## config.mk

```make
export PLATFORM = sky130hd
export DESIGN_NAME = computie_bus_sequencer
export DESIGN_NICKNAME = d
export VERILOG_FILES = /design/src/rtl/computie_bus_pkg.sv /design/src/rtl/computie_bus_sync.sv /design/src/rtl/computie_bus_sequencer.sv
export SDC_FILE = /design/constraint.sdc
export NUM_CORES = 1
export LEC_CHECK = 0
export ABC_AREA = 1
export BUFFER_PORTS_ARGS = -buffer_cell sky130_fd_sc_hd__buf_2
export CAP_MARGIN = 20
export CELL_PAD_IN_SITES_DETAIL_PLACEMENT = 0
export CELL_PAD_IN_SITES_GLOBAL_PLACEMENT = 1
export CORE_MARGIN = 2
export CORE_UTILIZATION = 33
export DETAILED_ROUTE_END_ITERATION = 16
export PLACE_DENSITY = 0.76
export SLEW_MARGIN = 20
export SYNTH_ARGS = -nofsm -noshare
export SYNTH_HDL_FRONTEND = slang
export SYNTH_HIERARCHICAL = 1
export SYNTH_SLANG_ARGS = --single-unit
```

## constraint.sdc

```tcl
create_clock -name clk -period 2.93 [get_ports clk]
set_clock_uncertainty 0.05 [all_clocks]
set_input_delay 0.293 -clock clk [delete_from_list [all_inputs] [get_ports clk]]
set_output_delay 0.293 -clock clk [all_outputs]
set_load 0.01 [all_outputs]
```

## src/rtl/computie_bus_pkg.sv

```systemverilog
// Shared types for the bus sequencer: FSM states, transceiver direction
// constants and the state-to-control decode used for registered outputs.
package computie_bus_pkg;

  typedef enum logic [2:0] {
    S_IDLE, S_ADDR, S_WDATA, S_REQ, S_ACK, S_ERR
  } state_t;

  localparam logic DIR_TO_BUS   = 1'b1;
  localparam logic DIR_FROM_BUS = 1'b0;

  typedef struct packed {
    logic addr_oe;
    logic data_oe;
    logic dtack;
    logic berr;
    logic req_valid;
  } ctl_t;

  // Control levels for the cycle spent in state s (wr = transfer is a write).
  function automatic ctl_t ctl_for(state_t s, logic wr);
    ctl_t c;
    c = '0;
    case (s)
      S_ADDR:  c.addr_oe   = 1'b1;
      S_WDATA: c.data_oe   = 1'b1;
      S_REQ:   c.req_valid = 1'b1;
      S_ACK:   begin c.dtack = 1'b1; c.data_oe = ~wr; end
      S_ERR:   c.berr      = 1'b1;
      default: c = '0;
    endcase
    return c;
  endfunction

  function automatic logic dir_for(state_t s, logic wr);
    return ((s == S_REQ || s == S_ACK) && !wr) ? DIR_TO_BUS : DIR_FROM_BUS;
  endfunction

endpackage

```

## src/rtl/computie_bus_sync.sv

```systemverilog
// Two-flop synchroniser for asynchronous bus strobes.
module computie_bus_sync #(
  parameter int WIDTH = 1
) (
  input  logic             clk,
  input  logic             reset,
  input  logic [WIDTH-1:0] d,
  output logic [WIDTH-1:0] q
);

  logic [WIDTH-1:0] meta;

  always_ff @(posedge clk or posedge reset) begin
    if (reset) begin
      meta <= '0;
      q    <= '0;
    end else begin
      meta <= d;
      q    <= meta;
    end
  end

endmodule

```

## src/rtl/computie_bus_sequencer.sv

```systemverilog
// Sequences a multiplexed async bus cycle (address, optional write data,
// core request, acknowledge/error) into a simple core request interface.
module computie_bus_sequencer
  import computie_bus_pkg::*;
#(
  parameter int BITWIDTH   = 32,
  parameter int ADDR_WIDTH = 24,
  parameter int ADDR_SETUP = 1,
  parameter int WAIT_MAX   = 15
) (
  input  logic                  clk,
  input  logic                  reset,
  input  logic                  bus_as,
  input  logic                  bus_rw,
  input  logic [BITWIDTH-1:0]   from_bus,
  output logic [BITWIDTH-1:0]   to_bus,
  output logic                  addr_oe,
  output logic                  data_oe,
  output logic                  data_dir,
  output logic                  dtack,
  output logic                  berr,
  output logic                  req_valid,
  output logic                  req_write,
  output logic [ADDR_WIDTH-1:0] req_addr,
  output logic [BITWIDTH-1:0]   req_wdata,
  input  logic                  req_ready,
  input  logic [BITWIDTH-1:0]   rsp_rdata
);

  localparam int CNT_MAX = (WAIT_MAX > ADDR_SETUP) ? WAIT_MAX : ADDR_SETUP;
  localparam int CNT_W   = $clog2(CNT_MAX + 1);

  logic             as_s, rw_s;
  state_t           state, nxt;
  logic [CNT_W-1:0] cnt;
  logic             nxt_write;
  ctl_t             ctl;

  computie_bus_sync #(.WIDTH(1)) u_sync_as (.clk(clk), .reset(reset), .d(bus_as), .q(as_s));
  computie_bus_sync #(.WIDTH(1)) u_sync_rw (.clk(clk), .reset(reset), .d(bus_rw), .q(rw_s));

  // Dropping the strobe before the core answers abandons the cycle silently.
  always_comb begin
    nxt       = state;
    nxt_write = req_write;
    unique case (state)
      S_IDLE:  if (as_s) nxt = S_ADDR;
      S_ADDR: begin
        if (!as_s) nxt = S_IDLE;
        else if (cnt == CNT_W'(ADDR_SETUP - 1)) begin
          nxt_write = ~rw_s;
          nxt       = rw_s ? S_REQ : S_WDATA;
        end
      end
      S_WDATA: nxt = as_s ? S_REQ : S_IDLE;
      S_REQ: begin
        if (!as_s)                               nxt = S_IDLE;
        else if (req_ready)                      nxt = S_ACK;
        else if (cnt == CNT_W'(WAIT_MAX - 1))    nxt = S_ERR;
      end
      S_ACK, S_ERR: if (!as_s) nxt = S_IDLE;
      default: nxt = S_IDLE;
    endcase
    ctl = ctl_for(nxt, nxt_write);
  end

  always_ff @(posedge clk or posedge reset) begin
    if (reset) begin
      state     <= S_IDLE;
      cnt       <= '0;
      addr_oe   <= 1'b0;
      data_oe   <= 1'b0;
      data_dir  <= DIR_FROM_BUS;
      dtack     <= 1'b0;
      berr      <= 1'b0;
      req_valid <= 1'b0;
      req_write <= 1'b0;
      req_addr  <= '0;
      req_wdata <= '0;
      to_bus    <= '0;
    end else begin
      state     <= nxt;
      addr_oe   <= ctl.addr_oe;
      data_oe   <= ctl.data_oe;
      dtack     <= ctl.dtack;
      berr      <= ctl.berr;
      req_valid <= ctl.req_valid;
      // Direction only flips while the data transceiver is off on both sides.
      if (!data_oe && !ctl.data_oe) data_dir <= dir_for(nxt, nxt_write);
      if (nxt != state) cnt <= '0;
      else if (state == S_ADDR || state == S_REQ) cnt <= cnt + CNT_W'(1);
      if (state == S_ADDR && (nxt == S_REQ || nxt == S_WDATA)) begin
        req_addr  <= from_bus[ADDR_WIDTH-1:0];
        req_write <= nxt_write;
      end
      if (state == S_WDATA && nxt == S_REQ) req_wdata <= from_bus;
      if (state == S_REQ && nxt == S_ACK && !req_write) to_bus <= rsp_rdata;
    end
  end

endmodule

```

==> impl_results.rst <==
.. list-table::
   :header-rows: 1

   * - Metric
     - Value
   * - Run status
     - completed
   * - Fillers
     - roughly 1300
   * - Number of diodes added for antenna fixing
     - 0
   * - Cell with the largest stage delay on the worst path
     - sky130_fd_sc_hd__dfrtp_1
   * - Worst path max stage delay
     - 0.42 ns
   * - Number of post-CTS setup repair buffers
     - 0
   * - Share of power burned in registers
     - between 40% and 50%
   * - Number of setup violations in the final report
     - 0
   * - TritonCTS Buffers
     - 9
   * - Detailed-route wire length
     - a little over 10 mm
   * - Post-route clock period utilization
     - between 70% and 80%
   * - Routed length per instance
     - 12.6 um
   * - Total via count after detailed routing
     - ~3500
   * - Die area
     - 0.0143 mm^2
   * - Starting density of the core
     - around a third
   * - Post-CTS resize count
     - 0
   * - Area delta synth->final
     - 30.7%
   * - Num ports
     - 164
   * - Number of sinks on the clock net
     - 106
   * - Pre-CTS setup slack
     - about 0.78 ns
   * - Max-cap check violation count
     - 0
   * - Placed wire-length estimate
     - about 7.4 mm
   * - Transition at the pin with the smallest max-transition slack
     - 0.533 ns
   * - Final worst setup slack
     - 0.785 ns
   * - Post-Synthesis Net Count
     - 541
   * - Pin count of the biggest net entering global routing
     - just over 100
   * - Clock slew at reported path FFs
     - about 0.070 ns
   * - Count of input and output buffers
     - between 150 and 200
   * - Fin crit period
     - roughly 2.1 ns
   * - RSZ-0062 raised after global routing
     - false
   * - Via count of the first global-routing pass
     - 3596
   * - Post-detailed-route via-to-cell ratio
     - ~4.3
   * - Clock tree buffer depth
     - 2
   * - Mean Syn Cell Area
     - 9.42 um^2
   * - Total Negative Setup Slacks
     - 0 ns
   * - Cell occurring most often along the worst timing path
     - sky130_fd_sc_hd__nand2_1
   * - Pwr dens
     - 880 mW/mm^2
   * - Final antenna-violating net count
     - 0
   * - Leakage power summed over all cells
     - around 0.0033 uW
   * - Detailed router's first-iteration violation count
     - around 160
   * - Type of element capturing the critical path
     - flip-flop
   * - Total number of yosys warnings
     - 6
   * - Worst-case vdd ir drop
     - 0.405 mV
   * - First drt pass iteration count
     - 4
   * - Total cell area at the placement stage
     - 0.00543 mm^2
   * - Kind of critical path
     - reg -> reg
   * - Area of the mapped netlist
     - about 0.0044 mm^2
   * - Fraction of layout cells with a size suffix above 1
     - 40.1%
   * - Launch point of the critical path
     - cnt[0]$_DFFE_PP0P_
   * - Count of distinct cell types in the synthesized netlist
     - 24
   * - Placer congestion estimate
     - between 0.8 and 0.9
   * - Endpoints failing hold
     - 0
   * - Clk_lat worst skew
     - between 0.3 and 0.4 ns
   * - Internal power of the cells
     - 3320 uW
   * - Sequential-to-total area share from yosys stat
     - 60.0%
   * - Worst relative slew slack
     - about 64%
   * - DRC violations left
     - 0
   * - R2r startpoint
     - cnt[0]$_DFFE_PP0P_
   * - First-pass GRT wire length
     - ~17 mm
   * - Arrival time of the worst setup path
     - between 2 and 2.5 ns
   * - Combinational power share
     - a little under a third
   * - Switching power as a share of total power
     - roughly 35%
   * - CP Cell Sequence
     - inv_1 -> ha_1 -> nand3_1 -> nand2_1 -> nand2_2 -> a21oi_4 -> nand3_4 -> buf_12 -> nand2_1 -> o21ai_2
   * - Gate count after technology mapping
     - roughly 470
   * - Switching power
     - 1760 uW
   * - Root buffer cell
     - sky130_fd_sc_hd__clkbuf_16
   * - Vertical die dimension
     - between 100 and 150 um
   * - Number of hold buffers added after CTS
     - 3
   * - Clock network fraction of design power
     - 25.6%
   * - Number of nets in the layout
     - 708
   * - Critical Path RT
     - ~3.1 ns
   * - Chip width
     - between 100 and 150 um
   * - Global Route Usage Sum
     - 15.2%
   * - Core region area
     - roughly 0.013 mm^2
   * - Final slew viol count
     - 0
   * - CTS HTree Levels
     - 3
   * - Kind of path behind the tightest hold check
     - in -> reg
   * - Crit start category
     - flip-flop
   * - Standard-cell row count
     - 42
   * - Antenna violations before repair
     - 0
   * - TritonCTS clock tree
     - done
   * - Number of storage elements in the synthesis netlist
     - 106
   * - Biggest fanout along the worst timing path
     - 40
   * - Final cell area excluding filler cells
     - around 0.0058 mm^2
   * - Overall overflow remaining after global route
     - 0
   * - Start point of the worst hold path
     - from_bus[25]
   * - Max frequency
     - ~0.47 GHz
-- worst max-delay path: cells and delay by family, from the launching register on --
kind                     cells  cell delay, ns
adder cells (fa/ha/maj)      1            0.14
buffers and inverters        2            0.45
flip-flops                   1            0.42
AO/OA/AOI/OAI                2            0.22
AND/OR/NAND/NOR              5            0.73
-- synthesized netlist by cell type (all sizes together) --
library cell    n  area (um^2)
nand2         220          903
dfrtp         106         2650
inv            52          195
o21ai          35          299
nor2           16         72.6
nand3          11         72.6
clkbuf         10         37.5
buf             6         67.6
ha              3         37.5
xor2            3         26.3
a21oi           2         21.3
a21boi          1         7.51
nand3b          1         7.51
nand4           1         6.26
nor3            1         5.00
o211ai          1         7.51
-- cells by family after synthesis --
family | count (synthesis) | synth area share [%]
simple gates | 250 | 24.2
flops | 106 | 60.0
fa+ha+maj | 3 | 0.849
buf+inv | 68 | 6.80
compound gates | 39 | 7.59
xor+xnor | 3 | 0.595
-- power by group through the flow --
stage	clock, uW	combinational [uW]	sequential, uW
floorplan	0	676	2420
global placement	0	1590	2200
detailed placement	0	1630	2220
CTS	1340	1620	2210
global route	1410	1810	2260
finish	1300	1590	2200
-- sequential cells by signal, summed over array words and instances, names as in the netlist --
register	flops
u_sync_rw/q	1
data_oe	1
req_addr	24
u_sync_as/meta	1
req_valid	1
u_sync_as/q	1
req_wdata	32
dtack	1
cnt	4
to_bus	32
data_dir	1
addr_oe	1
berr	1
req_write	1
state	3
u_sync_rw/meta	1
-- per-stage QoR --
stage	cells	util, %	power (uW)	hold WS [ns]
2_1_floorplan	469	-	3090	-0.0158
3_3_place_gp	798	41.3	3800	0.135
3_5_place_dp	798	41.3	3840	0.142
4_1_cts	817	44.0	5170	0.0799
5_1_grt	817	44.0	5480	0.0941
6_report	817	44.0	5090	0.0911
-- layout by cell type (no fill, tap or decap), types with 2 or more instances in the layout --
| cell type | synthesis | layout |
|---|---|---|
| sky130_fd_sc_hd__inv_1 | 50 | 49 |
| sky130_fd_sc_hd__nor2_1 | 13 | 12 |
| sky130_fd_sc_hd__o21ai_2 | 33 | 33 |
| sky130_fd_sc_hd__buf_12 | 0 | 2 |
| sky130_fd_sc_hd__nor2_2 | 2 | 3 |
| sky130_fd_sc_hd__clkbuf_16 | 0 | 9 |
| sky130_fd_sc_hd__dfrtp_1 | 106 | 106 |
| sky130_fd_sc_hd__buf_4 | 0 | 4 |
| sky130_fd_sc_hd__dlygate4sd3_1 | 0 | 3 |
| sky130_fd_sc_hd__bufinv_16 | 0 | 2 |
| sky130_fd_sc_hd__clkbuf_1 | 10 | 2 |
| sky130_fd_sc_hd__o21ai_0 | 2 | 2 |
| sky130_fd_sc_hd__xor2_1 | 3 | 3 |
| sky130_fd_sc_hd__ha_1 | 3 | 3 |
| sky130_fd_sc_hd__buf_2 | 0 | 163 |
| sky130_fd_sc_hd__nand2_2 | 31 | 31 |
| sky130_fd_sc_hd__nand2_1 | 189 | 189 |
| sky130_fd_sc_hd__nand3_1 | 9 | 9 |
| sky130_fd_sc_hd__inv_2 | 2 | 2 |
-- final cells by class --
type                            count  area (um^2)  share of cell area, %
Clock inverter                      4         73.8                   1.28
Timing Repair Buffer              172          916                   15.9
Sequential cell                   106         2650                   45.9
Multi-Input combinational cell    295         1470                   25.4
Clock buffer                       12          246                   4.27
Inverter                           52          199                   3.44
Tap cell                          176          220                   3.81
-- worst paths after layout --
path / end / slack [ns] / cells after the start
min in group asynchronous: u_sync_as/q$_DFF_PP0_ / 0.32 / 3
setup / recovery: to_bus[21]$_DFFE_PP0P_ / 0.78 / 10
hold / removal: req_wdata[25]$_DFFE_PP0P_ / 0.09 / 3
hold reg to reg: u_sync_as/q$_DFF_PP0_ / 0.30 / 0
max in group asynchronous: req_wdata[27]$_DFFE_PP0P_ / 1.82 / 4
setup reg to reg: to_bus[21]$_DFFE_PP0P_ / 0.78 / 10
-- routing by layer --
metal	track usage [%]	wire [um]	vias up
li1	-	-	1743
met4	6.18	181	0
met1	19.6	4720	1588
met2	23.1	4380	136
met3	5.66	975	12
met5	0	0	-
No activity file was read; power rests on OpenSTA's default activity.
